==> src/rtl/seat_query_responder.sv <==
`default_nettype none
// ============================================================================
// Module  : seat_query_responder
// Brief   : Shadows seat commits and answers single-seat or scan queries.
// Rev     : 1.0  initial release
// ============================================================================
module seat_query_responder #(
    parameter int NUM_SEATS = 8,
    parameter int SEAT_W    = 5,
    parameter int ID_W      = 32,
    parameter int TIME_W    = 11
) (
    input  logic              clk,
    input  logic              rst,
    input  logic              cm_valid,
    input  logic [SEAT_W-1:0] cm_seat_no,
    input  logic [ID_W-1:0]   cm_student_no,
    input  logic [1:0]        cm_seat_state,
    input  logic [TIME_W-1:0] cur_time,
    input  logic              q_valid,
    output logic              q_ready,
    input  logic              q_mode,
    input  logic [SEAT_W-1:0] q_seat_no,
    output logic              r_valid,
    input  logic              r_ready,
    output logic [SEAT_W-1:0] r_seat_no,
    output logic [1:0]        r_state,
    output logic [ID_W-1:0]   r_student_no,
    output logic [TIME_W-1:0] r_elapsed,
    output logic              r_last
);

    localparam int                c_IDX_W = (NUM_SEATS > 1) ? $clog2(NUM_SEATS) : 1;
    localparam logic [SEAT_W-1:0] c_LAST  = SEAT_W'(NUM_SEATS - 1);

    typedef enum logic [2:0] {
        S_IDLE   = 3'd0,
        S_SINGLE = 3'd1,
        S_SCAN   = 3'd2,
        S_OUT    = 3'd3,
        S_TERM   = 3'd4
    } state_t;

    state_t            r_fsm;
    logic [SEAT_W-1:0] r_idx;
    logic              r_q_ready;
    logic              r_rsp_valid;
    logic [SEAT_W-1:0] r_rsp_seat;
    logic [1:0]        r_rsp_state;
    logic [ID_W-1:0]   r_rsp_student;
    logic [TIME_W-1:0] r_rsp_elapsed;
    logic              r_rsp_last;

    logic [1:0]        r_tbl_state   [NUM_SEATS];
    logic [ID_W-1:0]   r_tbl_student [NUM_SEATS];
    logic [TIME_W-1:0] r_tbl_stamp   [NUM_SEATS];

    logic               w_cm_ok;
    logic [c_IDX_W-1:0] w_cm_sel;
    logic               w_q_in;
    logic [c_IDX_W-1:0] w_q_sel;
    logic [1:0]         w_sg_state;
    logic [ID_W-1:0]    w_sg_student;
    logic [TIME_W-1:0]  w_sg_elapsed;
    logic [c_IDX_W-1:0] w_sc_sel;
    logic [1:0]         w_sc_state;
    logic [ID_W-1:0]    w_sc_student;
    logic [TIME_W-1:0]  w_sc_elapsed;
    logic               w_at_last;
    logic               w_hs;

    assign w_cm_ok  = cm_valid && (cm_seat_no <= c_LAST) && (cm_seat_state != 2'd3);
    assign w_cm_sel = cm_seat_no[c_IDX_W-1:0];

    always_ff @(posedge clk or posedge rst) begin
        if (rst) begin
            for (int i = 0; i < NUM_SEATS; i++) begin
                r_tbl_state[i]   <= '0;
                r_tbl_student[i] <= '0;
                r_tbl_stamp[i]   <= '0;
            end
        end else if (w_cm_ok) begin
            r_tbl_state[w_cm_sel]   <= cm_seat_state;
            r_tbl_student[w_cm_sel] <= (cm_seat_state == 2'd0) ? '0 : cm_student_no;
            r_tbl_stamp[w_cm_sel]   <= cur_time;
        end
    end

    // Lookups read the registered table, so a same-cycle commit is not seen.
    assign w_q_in       = (q_seat_no <= c_LAST);
    assign w_q_sel      = q_seat_no[c_IDX_W-1:0];
    assign w_sg_state   = w_q_in ? r_tbl_state[w_q_sel] : 2'd3;
    assign w_sg_student = w_q_in ? r_tbl_student[w_q_sel] : '0;
    assign w_sg_elapsed = w_q_in ? (cur_time - r_tbl_stamp[w_q_sel]) : '0;

    assign w_sc_sel     = r_idx[c_IDX_W-1:0];
    assign w_sc_state   = r_tbl_state[w_sc_sel];
    assign w_sc_student = r_tbl_student[w_sc_sel];
    assign w_sc_elapsed = cur_time - r_tbl_stamp[w_sc_sel];

    assign w_at_last = (r_idx == c_LAST);
    assign w_hs      = r_rsp_valid && r_ready;

    always_ff @(posedge clk or posedge rst) begin
        if (rst) begin
            r_fsm         <= S_IDLE;
            r_idx         <= '0;
            r_q_ready     <= 1'b1;
            r_rsp_valid   <= 1'b0;
            r_rsp_seat    <= '0;
            r_rsp_state   <= '0;
            r_rsp_student <= '0;
            r_rsp_elapsed <= '0;
            r_rsp_last    <= 1'b0;
        end else begin
            case (r_fsm)
                S_IDLE: begin
                    if (q_valid) begin
                        r_q_ready <= 1'b0;
                        if (!q_mode) begin
                            r_fsm         <= S_SINGLE;
                            r_rsp_valid   <= 1'b1;
                            r_rsp_seat    <= q_seat_no;
                            r_rsp_state   <= w_sg_state;
                            r_rsp_student <= w_sg_student;
                            r_rsp_elapsed <= w_sg_elapsed;
                            r_rsp_last    <= 1'b1;
                        end else begin
                            r_fsm <= S_SCAN;
                            r_idx <= '0;
                        end
                    end
                end
                S_SINGLE: begin
                    if (w_hs) begin
                        r_fsm       <= S_IDLE;
                        r_rsp_valid <= 1'b0;
                        r_q_ready   <= 1'b1;
                    end
                end
                S_SCAN: begin
                    if (w_sc_state != 2'd0) begin
                        r_fsm         <= S_OUT;
                        r_rsp_valid   <= 1'b1;
                        r_rsp_seat    <= r_idx;
                        r_rsp_state   <= w_sc_state;
                        r_rsp_student <= w_sc_student;
                        r_rsp_elapsed <= w_sc_elapsed;
                        r_rsp_last    <= 1'b0;
                    end else if (w_at_last) begin
                        r_fsm         <= S_TERM;
                        r_rsp_valid   <= 1'b1;
                        r_rsp_seat    <= '1;
                        r_rsp_state   <= 2'd3;
                        r_rsp_student <= '0;
                        r_rsp_elapsed <= '0;
                        r_rsp_last    <= 1'b1;
                    end else begin
                        r_idx <= r_idx + SEAT_W'(1);
                    end
                end
                S_OUT: begin
                    if (w_hs) begin
                        if (w_at_last) begin
                            r_fsm         <= S_TERM;
                            r_rsp_seat    <= '1;
                            r_rsp_state   <= 2'd3;
                            r_rsp_student <= '0;
                            r_rsp_elapsed <= '0;
                            r_rsp_last    <= 1'b1;
                        end else begin
                            r_fsm       <= S_SCAN;
                            r_idx       <= r_idx + SEAT_W'(1);
                            r_rsp_valid <= 1'b0;
                        end
                    end
                end
                S_TERM: begin
                    if (w_hs) begin
                        r_fsm       <= S_IDLE;
                        r_idx       <= '0;
                        r_rsp_valid <= 1'b0;
                        r_q_ready   <= 1'b1;
                    end
                end
                default: begin
                    r_fsm       <= S_IDLE;
                    r_rsp_valid <= 1'b0;
                    r_q_ready   <= 1'b1;
                end
            endcase
        end
    end

    assign q_ready      = r_q_ready;
    assign r_valid      = r_rsp_valid;
    assign r_seat_no    = r_rsp_seat;
    assign r_state      = r_rsp_state;
    assign r_student_no = r_rsp_student;
    assign r_elapsed    = r_rsp_elapsed;
    assign r_last       = r_rsp_last;

endmodule
`default_nettype wire
==> config.mk <==
export PLATFORM = sky130hd
export DESIGN_NAME = seat_query_responder
export DESIGN_NICKNAME = d
export VERILOG_FILES = /design/src/rtl/seat_query_responder.sv
export SDC_FILE = /design/constraint.sdc
export NUM_CORES = 1
export LEC_CHECK = 0
export CAP_MARGIN = 15
export CORE_AREA = 2 2 205 207
export CTS_BUF_LIST = sky130_fd_sc_hd__clkbuf_8 sky130_fd_sc_hd__clkbuf_16
export DETAILED_ROUTE_END_ITERATION = 8
export DIE_AREA = 0 0 207 209
export PLACE_DENSITY = 0.83
export RECOVER_POWER = 50
export SYNTH_ARGS = -nofsm -noshare
export SYNTH_HDL_FRONTEND = slang
export SYNTH_SLANG_ARGS = --single-unit
==> constraint.sdc <==
create_clock -name clk -period 14.2 [get_ports clk]
set_clock_uncertainty 0.2 [all_clocks]
set_input_delay 2.84 -clock clk [delete_from_list [all_inputs] [get_ports clk]]
set_output_delay 2.84 -clock clk [all_outputs]
set_load 0.01 [all_outputs]
==> impl_metrics.csv <==
group,metric,value,unit
setup_path,critPathCaptureType,"register",
logic_synthesis,synth_top_area_share,48.1,%
sta,rsz0062_at_grt,"false",
setup_path,r2r_slack,8.84,ns
logic_synthesis,synthSimpleGateAreaFrac,8.29,%
flow_run,maxCapViolCount,12,
clock_tree,cts_resized,0,
pwr,p_leak,10.7,nW
clock_tree,cts_hold_buf,0,
global_routing,grtUsageTotal,26.8,%
logic_synthesis,synth_common_cells,"dfrtp_1 (420), nand2_1 (352), o21ai_0 (302)",
sta,timing.final.crit_share,55.8,%
layout,drive_gt1_share,19.7,%
global_routing,grt_overflow_total,0,
setup_path,r2r_start,"r_idx[1]$_DFFE_PP0P_",
setup_path,worstPathMaxFanout,79,
clock_tree,tritoncts,"done",
layout,stdcell_count,2452,
die,num_io_pins,114,
setup_path,worstSetupPathType,"input pin to register",
clock_tree,path_clk_slew,0.06,ns
place,portBuffers,113,
logic_synthesis,synth_edf_count,0,
sta,finalSetupTns,0,ns
die,rows,75,
clock_tree,cts_root_buf,"clkbuf_16",
sta,period_minus_slack,7.93,ns
sta,finalWorstSetupSlack,6.27,ns
logic_synthesis,synth_fa_ha_area_share,1.38,%
place,gp_congestion,0.900,
die,fp.dieW,207,um
logic_synthesis,ys.flop_type,"dfrtp_1",
place,placed_cells_incl_taps,2373,
sta,fmax,126,MHz
logic_synthesis,synth_top_family_by_area,"multiplexers",
detailed_routing,via_count,16000,
die,fp.dieArea,43300,um2
pwr,powerDensity,165,nW/um2
setup_path,critPathLaunchType,"input pin",
outcome,violations,"max-capacitance violations, max-slew violations",
global_routing,grt_pass1_vias,16500,
setup_path,cp.required,14.22,ns
global_routing,grt_max_degree,188,
sta,tightest_slew,4.68,ns
detailed_routing,viasPerCell,6.54,
logic_synthesis,yosysMostFrequentCell,"dfrtp_1",
layout,utilization,59.9,%
clock_tree,clockBufferDepth,3,
layout,layout.nets,1966,
place,dpl.hpwl,32300,um
clock_tree,clock-sinks,421,
global_routing,grt_first_pass_wirelength,91600,um
clock_tree,post_cts_buffers,0,
die,initial_core_util,53.0,%
die,core_area,41300,um2
detailed_routing,routedWlPerCell,23.4,um
logic_synthesis,seq_area_frac_synth,48.2,%
global_routing,antenna_found_initial,0,
sta,setup_viol,0,
clock_tree,insertion_delay,0.56,ns
detailed_routing,drtPass1Iterations,6,
outcome,outcome,"finished, violations left",
detailed_routing,drc,0,
logic_synthesis,avgSynthCellArea,11.9,um2
detailed_routing,drtIter0Drc,1545,
logic_synthesis,synth_area,21900,um2
logic_synthesis,ys_ff_latch,421,
clock_tree,numCtsBuffers,45,
clock_tree,cts_max_level,2,
setup_path,r2r_cells,8,
setup_path,critPathLaunch,"cm_seat_state[0]",
detailed_routing,wl,57300,um
logic_synthesis,synthTopCellsByArea,"dfrtp_1 (48%), mux4_2 (19%), o21ai_0 (6.9%)",
detailed_routing,ant_nets,0,
layout,diodes,0,
sta,finalHoldViolations,0,
logic_synthesis,synth_nets,1929,
sta,slew_viol_final,836,
logic_synthesis,synthMuxAreaShare,27.7,%
logic_synthesis,ys_types,57,
logic_synthesis,yosysTopAreaCell,"dfrtp_1",
pwr,peakVddDrop,0.102,mV
logic_synthesis,synth_cells,1845,
setup_path,crit_end,"r_tbl_student[243]$_DFFE_PP0P_",
logic_synthesis,synth-async-reset-ratio,100,%
logic_synthesis,synth_compound_area_share,11.0,%
logic_synthesis,yosys_warnings,0,
layout,synthToLayoutAreaGrowth,13.1,%
logic_synthesis,synth-xor-area-share,0.521,%
setup_path,rr_endpoint,"r_elapsed[8]$_DFFE_PP0P_",
place,pre_cts_slack,7.44,ns
layout,fill_cells,3147,
min_path,hp-class,"register to register",
die,die_h,209,um
setup_path,arrival,7.95,ns
sta,timing.slew.headroom,-212,%
[power breakdown]
| part | switching, mW | total (mW) | internal [mW] |
|---|---|---|---|
| Sequential | 0.238 | 1.66 | 1.42 |
| Clock | 0.475 | 1.15 | 0.678 |
| Combinational | 0.626 | 1.27 | 0.642 |
| Total | 1.34 | 4.08 | 2.74 |
[layout make-up]
cell class | instances | area [um2] | share of cell area (%)
multi-input combinational | 1265 | 10700 | 43.4
sequential | 421 | 10500 | 42.6
clock buffer | 56 | 1300 | 5.26
timing repair buffer | 137 | 1290 | 5.21
tap | 539 | 674 | 2.73
clock inverter | 22 | 149 | 0.602
inverter | 12 | 46.3 | 0.187
[sequential cells by signal (all words and copies together), names as in the netlist]
name           count
r_tbl_student    256
r_tbl_stamp       88
r_student_no      32
r_tbl_state       16
r_elapsed         11
r_idx              5
r_seat_no          5
r_fsm              3
r_state            2
q_ready            1
r_last             1
r_valid            1
[placed cells by master, fill, tap and decap left out, types with 10 or more instances in the layout]
master and count:
nor2_1 34, o21ai_0 302, ha_1 21, mux2_2 94
dfrtp_1 417, dlygate4sd3_1 57, xnor2_1 10, mux4_2 182
clkbuf_16 47, nand2_1 350, clkbuf_1 13, o221ai_1 24
a22o_1 15, inv_1 23, a21oi_1 18, nand3_1 15
clkdlybuf4s50_1 53, buf_4 10, mux2i_1 89, o22ai_1 13
[worst min-delay path by stage]
stage | end | from | cells after the start
after floorplan | r_tbl_stamp[11]$_DFFE_PP0P_ | r_tbl_stamp[11]$_DFFE_PP0P_ | 2
after global routing | r_tbl_student[56]$_DFFE_PP0P_ | r_tbl_student[56]$_DFFE_PP0P_ | 2
after CTS | r_tbl_student[26]$_DFFE_PP0P_ | r_tbl_student[26]$_DFFE_PP0P_ | 2
final | r_student_no[2]$_DFFE_PP0P_ | r_student_no[2]$_DFFE_PP0P_ | 2
after global placement | r_tbl_student[179]$_DFFE_PP0P_ | r_tbl_student[179]$_DFFE_PP0P_ | 2
after detailed placement | r_tbl_student[26]$_DFFE_PP0P_ | r_tbl_student[26]$_DFFE_PP0P_ | 2
[worst max-delay path, stage by stage]
cell           delay [ns]
dlygate4sd3_1        0.78
nand2_1              0.10
nand3_1              0.12
nor2_1               0.12
nand2_2              0.07
clkbuf_1             3.24
o21ai_0              0.61
[per-stage QoR]
| stage | cell area, um2 | total power [mW] | hold WS (ns) |
|---|---|---|---|
| 2_1_floorplan | 21900 | 2.54 | 0.261 |
| 3_3_place_gp | 23300 | 2.89 | 0.272 |
| 3_5_place_dp | 23300 | 2.95 | 0.286 |
| 4_1_cts | 24800 | 4.10 | 0.300 |
| 5_1_grt | 24700 | 4.28 | 0.320 |
| 6_report | 24700 | 4.08 | 0.293 |
[metal layers]
layer | up-vias | wire (um) | global-route usage [%]
met3 | 139 | 4900 | 5.38
met2 | 771 | 27800 | 43.4
met1 | 8239 | 22800 | 36.6
li1 | 6885 | - | -
met4 | 0 | 1710 | 9.09
met5 | - | 0 | 0
[cells by family after synthesis]
group,Yosys count
xor gates and xnor gates,13
buffers and inverters,159
muxes,365
adders and majority gates,23
and+or+nand+nor,444
DFF,421
AOI/OAI and AO/OA,420
No activity file was read; power rests on OpenSTA's default activity.
